`config.mk`:
```
export PLATFORM = sky130hd
export DESIGN_NAME = fetch_unit
export DESIGN_NICKNAME = d
export VERILOG_FILES = /design/src/rtl/fetch_pkg.sv /design/src/rtl/fetch_queue.sv /design/src/rtl/fetch_unit.sv
export SDC_FILE = /design/constraint.sdc
export NUM_CORES = 1
export LEC_CHECK = 0
export BUFFER_PORTS_ARGS = -buffer_cell sky130_fd_sc_hd__buf_2
export CAP_MARGIN = 20
export CORE_ASPECT_RATIO = 0.6
export CORE_UTILIZATION = 40
export DETAILED_ROUTE_END_ITERATION = 6
export GPL_ROUTABILITY_DRIVEN = 0
export PLACE_DENSITY_LB_ADDON = 0.08
export SLEW_MARGIN = 25
export SYNTH_ARGS = -nofsm -noshare
export SYNTH_HDL_FRONTEND = slang
export SYNTH_SLANG_ARGS = --single-unit
```
`constraint.sdc`:
```
create_clock -name clk -period 6.6 [get_ports clk]
set_input_delay 0 -clock clk [delete_from_list [all_inputs] [get_ports clk]]
set_output_delay 0 -clock clk [all_outputs]
set_load 0.005 [all_outputs]
```
`src/rtl/fetch_pkg.sv`:
```
// ----------------------------------------------------------------------------
// fetch_pkg
// Shared types and constants for the instruction-fetch sequencer.
//   WORD_BYTES        : PC increment per fetched instruction
//   fetch_state_e     : RUN / HALT sequencer state
//   DEFAULT_RESET_PC  : default reset byte address
//   DEFAULT_PC_LIMIT  : default first byte address past the program
//   q_entry_t         : one queue entry {pc, instr}
// ----------------------------------------------------------------------------
package fetch_pkg;

    localparam logic [31:0] WORD_BYTES       = 32'd4;
    localparam logic [31:0] DEFAULT_RESET_PC = 32'h0000_0000;
    localparam logic [31:0] DEFAULT_PC_LIMIT = 32'd64;

    typedef enum logic {
        RUN  = 1'b0,
        HALT = 1'b1
    } fetch_state_e;

    typedef struct packed {
        logic [31:0] pc;
        logic [31:0] instr;
    } q_entry_t;

endpackage

```
`src/rtl/fetch_queue.sv`:
```
// ----------------------------------------------------------------------------
// fetch_queue
// Two-entry synchronous FIFO holding fetched {pc, instr} pairs. Slot 0 is
// always the head, so the head outputs come straight from flops.
// Ports:
//   clk, reset       : clock, synchronous active-high reset
//   push_i, din_i    : write din_i to the tail
//   pop_i            : head leaves at the clock edge
//   flush_i          : discard all entries (wins over push/pop)
//   count_o          : number of valid entries (0..2)
//   valid_o, head_o  : head entry and its valid flag
// ----------------------------------------------------------------------------
module fetch_queue
    import fetch_pkg::*;
#(
    parameter int DEPTH = 2
) (
    input  logic       clk,
    input  logic       reset,
    input  logic       push_i,
    input  logic       pop_i,
    input  logic       flush_i,
    input  q_entry_t   din_i,
    output logic [1:0] count_o,
    output logic       valid_o,
    output q_entry_t   head_o
);

    localparam logic [1:0] FULL = 2'(DEPTH);

    q_entry_t   slot_q [DEPTH];
    q_entry_t   slot_d [DEPTH];
    logic [1:0] count_q;
    logic [1:0] count_d;

    always_comb begin
        for (int i = 0; i < DEPTH; i++) begin
            slot_d[i] = slot_q[i];
        end
        count_d = count_q;

        if (flush_i) begin
            // Storage is left untouched so the head outputs hold their value.
            count_d = 2'd0;
        end else begin
            case ({push_i, pop_i})
                2'b10: begin
                    slot_d[count_q[0]] = din_i;
                    count_d            = count_q + 2'd1;
                end
                2'b01: begin
                    // Only shift when a second entry exists; otherwise the
                    // head keeps its last value while the queue is empty.
                    if (count_q == FULL) begin
                        slot_d[0] = slot_q[1];
                    end
                    count_d = count_q - 2'd1;
                end
                2'b11: begin
                    if (count_q == FULL) begin
                        slot_d[0] = slot_q[1];
                        slot_d[1] = din_i;
                    end else begin
                        slot_d[0] = din_i;
                    end
                end
                default: ;
            endcase
        end
    end

    always_ff @(posedge clk) begin
        if (reset) begin
            for (int i = 0; i < DEPTH; i++) begin
                slot_q[i] <= '0;
            end
            count_q <= 2'd0;
        end else begin
            for (int i = 0; i < DEPTH; i++) begin
                slot_q[i] <= slot_d[i];
            end
            count_q <= count_d;
        end
    end

    assign count_o = count_q;
    assign valid_o = (count_q != 2'd0);
    assign head_o  = slot_q[0];

endmodule

```
`src/rtl/fetch_unit.sv`:
```
// ----------------------------------------------------------------------------
// fetch_unit
// Instruction-fetch sequencer: owns the PC, addresses a combinational
// instruction memory, buffers fetched words in a 2-entry queue and hands them
// to decode over valid/ready. Redirects flush the queue and reload the PC;
// fetch halts once the PC reaches PC_LIMIT.
// Ports:
//   clk, reset                   : clock, synchronous active-high reset
//   imem_addr / imem_instr       : word address out, instruction word in
//   redirect_valid, redirect_pc  : taken branch/jump and its byte target
//   out_valid/out_ready          : decode handshake
//   out_instr, out_pc            : head instruction and its byte PC
//   halted                       : fetch stopped at PC_LIMIT
// ----------------------------------------------------------------------------
module fetch_unit
    import fetch_pkg::*;
#(
    parameter logic [31:0] RESET_PC  = DEFAULT_RESET_PC,
    parameter logic [31:0] PC_LIMIT  = DEFAULT_PC_LIMIT,
    parameter int          BUF_DEPTH = 2
) (
    input  logic        clk,
    input  logic        reset,
    output logic [31:0] imem_addr,
    input  logic [31:0] imem_instr,
    input  logic        redirect_valid,
    input  logic [31:0] redirect_pc,
    output logic        out_valid,
    input  logic        out_ready,
    output logic [31:0] out_instr,
    output logic [31:0] out_pc,
    output logic        halted
);

    localparam logic [1:0] FULL = 2'(BUF_DEPTH);

    fetch_state_e state_q, state_d;
    logic [31:0]  pc_q, pc_d;
    logic         push;
    logic         pop;
    logic [1:0]   count;
    q_entry_t     head;
    q_entry_t     din;

    // Target alignment bits are forced to zero, so they are never read.
    logic unused_redirect_bits;
    assign unused_redirect_bits = ^redirect_pc[1:0];

    assign pop = out_valid && out_ready;
    assign din = '{pc: pc_q, instr: imem_instr};

    always_comb begin
        state_d = state_q;
        pc_d    = pc_q;
        push    = 1'b0;

        if (redirect_valid) begin
            // Redirect restarts fetch; a target past the limit is caught on
            // the following cycle by the RUN branch below.
            pc_d    = {redirect_pc[31:2], 2'b00};
            state_d = RUN;
        end else if (state_q == RUN) begin
            if (pc_q >= PC_LIMIT) begin
                state_d = HALT;
            end else if ((count < FULL) || pop) begin
                push = 1'b1;
                pc_d = pc_q + WORD_BYTES;
            end
        end
    end

    always_ff @(posedge clk) begin
        if (reset) begin
            state_q <= RUN;
            pc_q    <= RESET_PC;
        end else begin
            state_q <= state_d;
            pc_q    <= pc_d;
        end
    end

    fetch_queue #(
        .DEPTH(BUF_DEPTH)
    ) u_queue (
        .clk     (clk),
        .reset   (reset),
        .push_i  (push),
        .pop_i   (pop),
        .flush_i (redirect_valid),
        .din_i   (din),
        .count_o (count),
        .valid_o (out_valid),
        .head_o  (head)
    );

    assign imem_addr = {2'b00, pc_q[31:2]};
    assign out_instr = head.instr;
    assign out_pc    = head.pc;
    assign halted    = (state_q == HALT);

endmodule

```
Yosys cells after proc, flatten, opt, wreduce, memory -nomap -nowiden
Memory sizes are Yosys's and may differ from the RTL's.
Index checks and enable logic that the tools add are counted.

cells by class
  add/subtract/negate cells = 3
  $lt $le $gt $ge = 4
  eq/ne operators = 6
  multiplexer cells = 25
  bitwise gates (word level) = 5
  reductions and logical operators = 9

operators with widths
  operator               number
  $mux 64                6
  $pmux 64 s3            1
  $bwmux 128             1
  $mux 128               1
  $mux 32                4
  $pmux 64 s2            1
  $demux 64 s1           1
  $add 32x3->32 const B  1
  $ge 32x7->1 const B    1
  $mux 1                 9
  $eq 2x2->1 const B     3
  $reduce_and 3->1       2
  $reduce_bool 2->1      3
  $ne 2x2->1 const B     2
  $pmux 2 s2             1
  $add 2x1->2 const B    1
  $eq 2x1->1 const B     1
  $ge 2x2->1 const B     1
  $logic_and 1x1->1      2
  $lt 2x1->1 const B     1
  $lt 2x2->1 const B     1
  $not 1->1              2
  $not 1->2              1
  $or 1x1->1             2
  3 further kinds        3

word-level totals
  register bits after elaboration = 35
  bits in writable memories = 128
  bits of input ports = 68
  output and inout port bits = 98
  logic and storage cells = 57
  memories = 1

memories
  name            depth  bits a word  read ports  clocked after memory_dff  write ports  RTL line           source
  u_queue.slot_q  2      64           2           0                         2            fetch_queue.sv:31  q_entry_t slot_q [DEPTH];

Depth between registers and ports, before layout
  depth in word-level cells = 11
  mapped depth = 12
  gate-level depth less buffers = 9

By module
A second synthesis with hierarchy kept.

unflattened totals
  cells, all modules = 1023
  area total of the unflattened synthesis = 8630.8 um^2

by module, submodules not included
  module       times used  cells an instance  area an instance (um^2)  sequential area each (um^2)
  fetch_queue  1           886                7247.0                   2602.5
  fetch_unit   1           137                1383.8                   620.6

Least setup slack after synthesis
OpenSTA, ideal clock, no wires.

  path kind = register to register
  from = register pc_q[9]
  to = memory u_queue.slot_q[0][14] in the netlist's numbering
  library setup time = 0.136 ns
  arrival time = 2.485 ns
  required time = 6.464 ns
  path slack = 3.979 ns
  stages on the path, launching flop included = 11
  path buffers = 2
  clock period less this slack = 2.621 ns
  path through = dfxtp_1 nor4_2 nand4_2 or3_1 ha_1 nor2b_1 o22ai_2 and2_1 buf_2 clkbuf_1 o32ai_1

RTL lines
  what                      RTL line           source
  start: declaration        fetch_unit.sv:38   logic [31:0] pc_q, pc_d;
  start signal: assignment  fetch_unit.sv:78   pc_q <= pc_d;
  end: declaration          fetch_queue.sv:31

==> results.md <==
* Comb power frac at 0.070
* Clk root buf: clkbuf_16
* Post-Route Utilization at 0.504
* Simple-gate share of the synthesized area at 0.151
* Compound-Gate Fraction of Synth Area at 0.228
* Final #Nets at 1003
* Net Sw Power at 500 uW
* CP Capture Type: register
* Sw Share at 0.234
* Register area share after synthesis at 0.451
* Max-Slew Margin vs Limit at 0.348
* Final hold vios at 0
* Fin crit period at 3.82 ns
* Max Cap Viol at 0
* HPWL Detailed at 12000 um
* Layout Cells excl Fill at 1177
* Largest family of logic cells by synthesized area: compound AO/OA/AOI/OAI gates
* Yosys cell types at 49
* Hold crit path type: primary input to register
* RR Startpoint: pc_q[26]
* Area grow syn2layout at 23.1%
* Htree depth at 4
* Most used DFF post-synth: dfxtp_1
* RSZ-0062 raised after global routing: no
* Die area at 0.0181 mm^2
* Avg WL per Cell at 16.9 um
* Count leader, synth: dfxtp_1
* Worst setup SP type: register
* Data required time of the worst path at 6.88 ns
* Post-CTS Setup Inserts at 0
* Worst setup path start: pc_q[26]
* Multiplexer area fraction after synthesis at 0.0357
* FF-to-FF End: u_queue.slot_q[0][20]
* Total GRT Usage at 0.220
* WP data arrival at 4.09 ns
* Die H at 105 um
* Clock network power share at 0.468
* Fin crit share at 0.578
* Final setup fails at 0
* Synthesized area at 0.00701 mm^2
* LEAKAGE at 0.00344 uW
* Chip Width at 173 um
* CTS tree: built
* Critical Path Fanout Max at 40
* Core area at 0.0171 mm^2
* Placed cells at 1081
* FF+latch count, synth at 158
* Avg Vias per Cell at 5.35
* Skew final at 0.00973 ns
* PortBufs at 161
* Post-Synth XOR/XNOR Area at 0.00375
* Post-synth EDFFs at 0
* Via count at 6298
* WL final at 19900 um
* Worst Reg2Reg Path Length in Cells at 8
* Slew Viols, Final at 0
* CTS sink cnt at 158
* Synth top area share at 0.451
* FF+latch area at 0.00316 mm^2
* Destination of the critical timing path: u_queue.slot_q[0][20]
* First-pass GRT wire length at 31500 um
* Synth Warn # at 0
* Layout cell share with drive strength beyond 1 at 0.232
* DRC viols at 0
* Initial antenna violation count at 1
* Int Pwr at 1640 uW
* # rows at 37
* Clock latency on the worst-skew pair at 0.42 ns
* ANT nets after route at 0
* Flop pwr share at 0.462
* Clock buffer depth at 2
* Detailed Routing Iterations Pass 1 at 5
* Post-synthesis adder-cell area fraction at 0.0107
* CTS Buf Count at 17
* Setup TNS at 0 ns
* Clk slew on worst S/H paths at 0.06 ns
* Cells after synthesis at 812
* 1st-iter DRT viols at 407
* Status: complete, no violations
* Starting density of the core at 0.409
* Peak supply drop at 137 uV
* Power per Cell Area at 248 mW/mm^2
* Post-synth top cells: 158 x dfxtp_1, 152 x nand2_1, 101 x a21oi_1
* Reg-to-reg setup timing slack at 2.78 ns
* Top-level port count at 166
* Largest net degree at the start of global routing at 71
* Highest clock rate at 262 MHz
* Fillers at 1643
* Gr ovfl total at 0
* Synth async-reset ratio at 0
* WS Path Type: register to register
* Area of the multi-input gates at 0.00305 mm^2
* Vias in the first global route at 5934
* Synth top area cells: dfxtp_1 45%, nand2_1 8.1%, buf_4 7.4%
* Syn avg cell area at 8.63 um^2
* Post-synth top area cell: dfxtp_1
* Worst slew pin tran at 0.971 ns
[cells by family after synthesis]
logic type,Yosys count
DFF,158
xor gates and xnor gates,3
AOI/OAI and AO/OA,239
other,1
adders and majority gates,6
and+or+nand+nor,240
buffers and inverters,140
muxes,25
[metal layers]
layer / share of wire / global-route usage / wire [um]
met2: 0.44 / 0.337 / 8730
met1: 0.49 / 0.302 / 9720
met5: 0 / 0 / 0
met3: 0.063 / 0.0590 / 1260
met4: 0.011 / 0.0638 / 214
[area by class of cell]
class | count | share of cell area
multi-input combinational | 515 | 0.353
clock inverter | 14 | 0.0194
sequential | 158 | 0.366
tap | 234 | 0.0339
antenna | 1 | 0.000290
clock buffer | 18 | 0.0497
timing repair buffer | 230 | 0.174
inverter | 7 | 0.00333
[power by group through the flow]
stage | Sequential (uW) | Clock, uW | Combinational, uW
floorplan | 1000 | 0 | 70.0
global placement | 1010 | 0 | 118
detailed placement | 1010 | 0 | 121
CTS | 987 | 1020 | 150
global route | 990 | 1050 | 164
finish | 988 | 1000 | 150
[how the worst min path moves through the flow]
stage / from / endpoint / cells past startpoint
detailed placement: redirect_pc[22] / pc_q[22] / 3
finish: reset / pc_q[23] / 2
CTS: reset / pc_q[23] / 2
global placement: redirect_pc[9] / pc_q[9] / 3
floorplan: imem_instr[0] / u_queue.slot_q[0][64] / 2
global route: reset / pc_q[28] / 2
[stage by stage]
stage,total power [uW],hold slack [ns],worst slack (ns),instance area (um^2)
after floorplan,1070,0.136,3.98,7010
after global placement,1130,0.233,2.45,7380
after detailed placement,1130,0.242,2.25,7380
after CTS,2150,0.0995,2.23,8600
after global routing,2210,0.120,2.56,8630
final,2140,0.108,2.78,8630
[worst max-delay path, cell delays in order, from the launching register on]
cell     delay (ns)
dfxtp_1        0.35
nor3_1         0.52
nand4_1        0.30
or3_1          0.44
ha_1           0.24
nor2_4         0.47
and2_2         0.63
buf_4          0.52
o32ai_1        0.16
[repair_timing]
| action | in CTS | in global routing |
|---|---|---|
| hold buffers | 62 | 0 |
| resized for setup | 0 | 0 |
| hold endpoints to repair | 94 | 0 |
[flip-flops by register name, indices dropped and copies added (netlist names)]
name,cells
pc_q,30
u_queue.count_o,2
u_queue.slot_q,125
halted,1
[placed cells by master, fill, tap and decap left out, drive strengths merged, types with 2 or more instances in the layout]
cell type    count
dfxtp          158
a211oi          39
nand3b           2
clkinv           7
nor4             9
a21oi          102
xor2             2
o221ai           2
nor2b            2
and2             2
or2              2
nand4            2
a22oi           62
or3              3
clkbuf          18
nand3            4
conb             2
o21a             2
nor2            52
clkinvlp         3
bufinv           3
nand2b           3
nand2          154
o32ai           23
dlygate4sd3     62
inv              8
nor3             3
ha               6
buf            168
mux2i           25
Power figures use the tool's default switching activity.
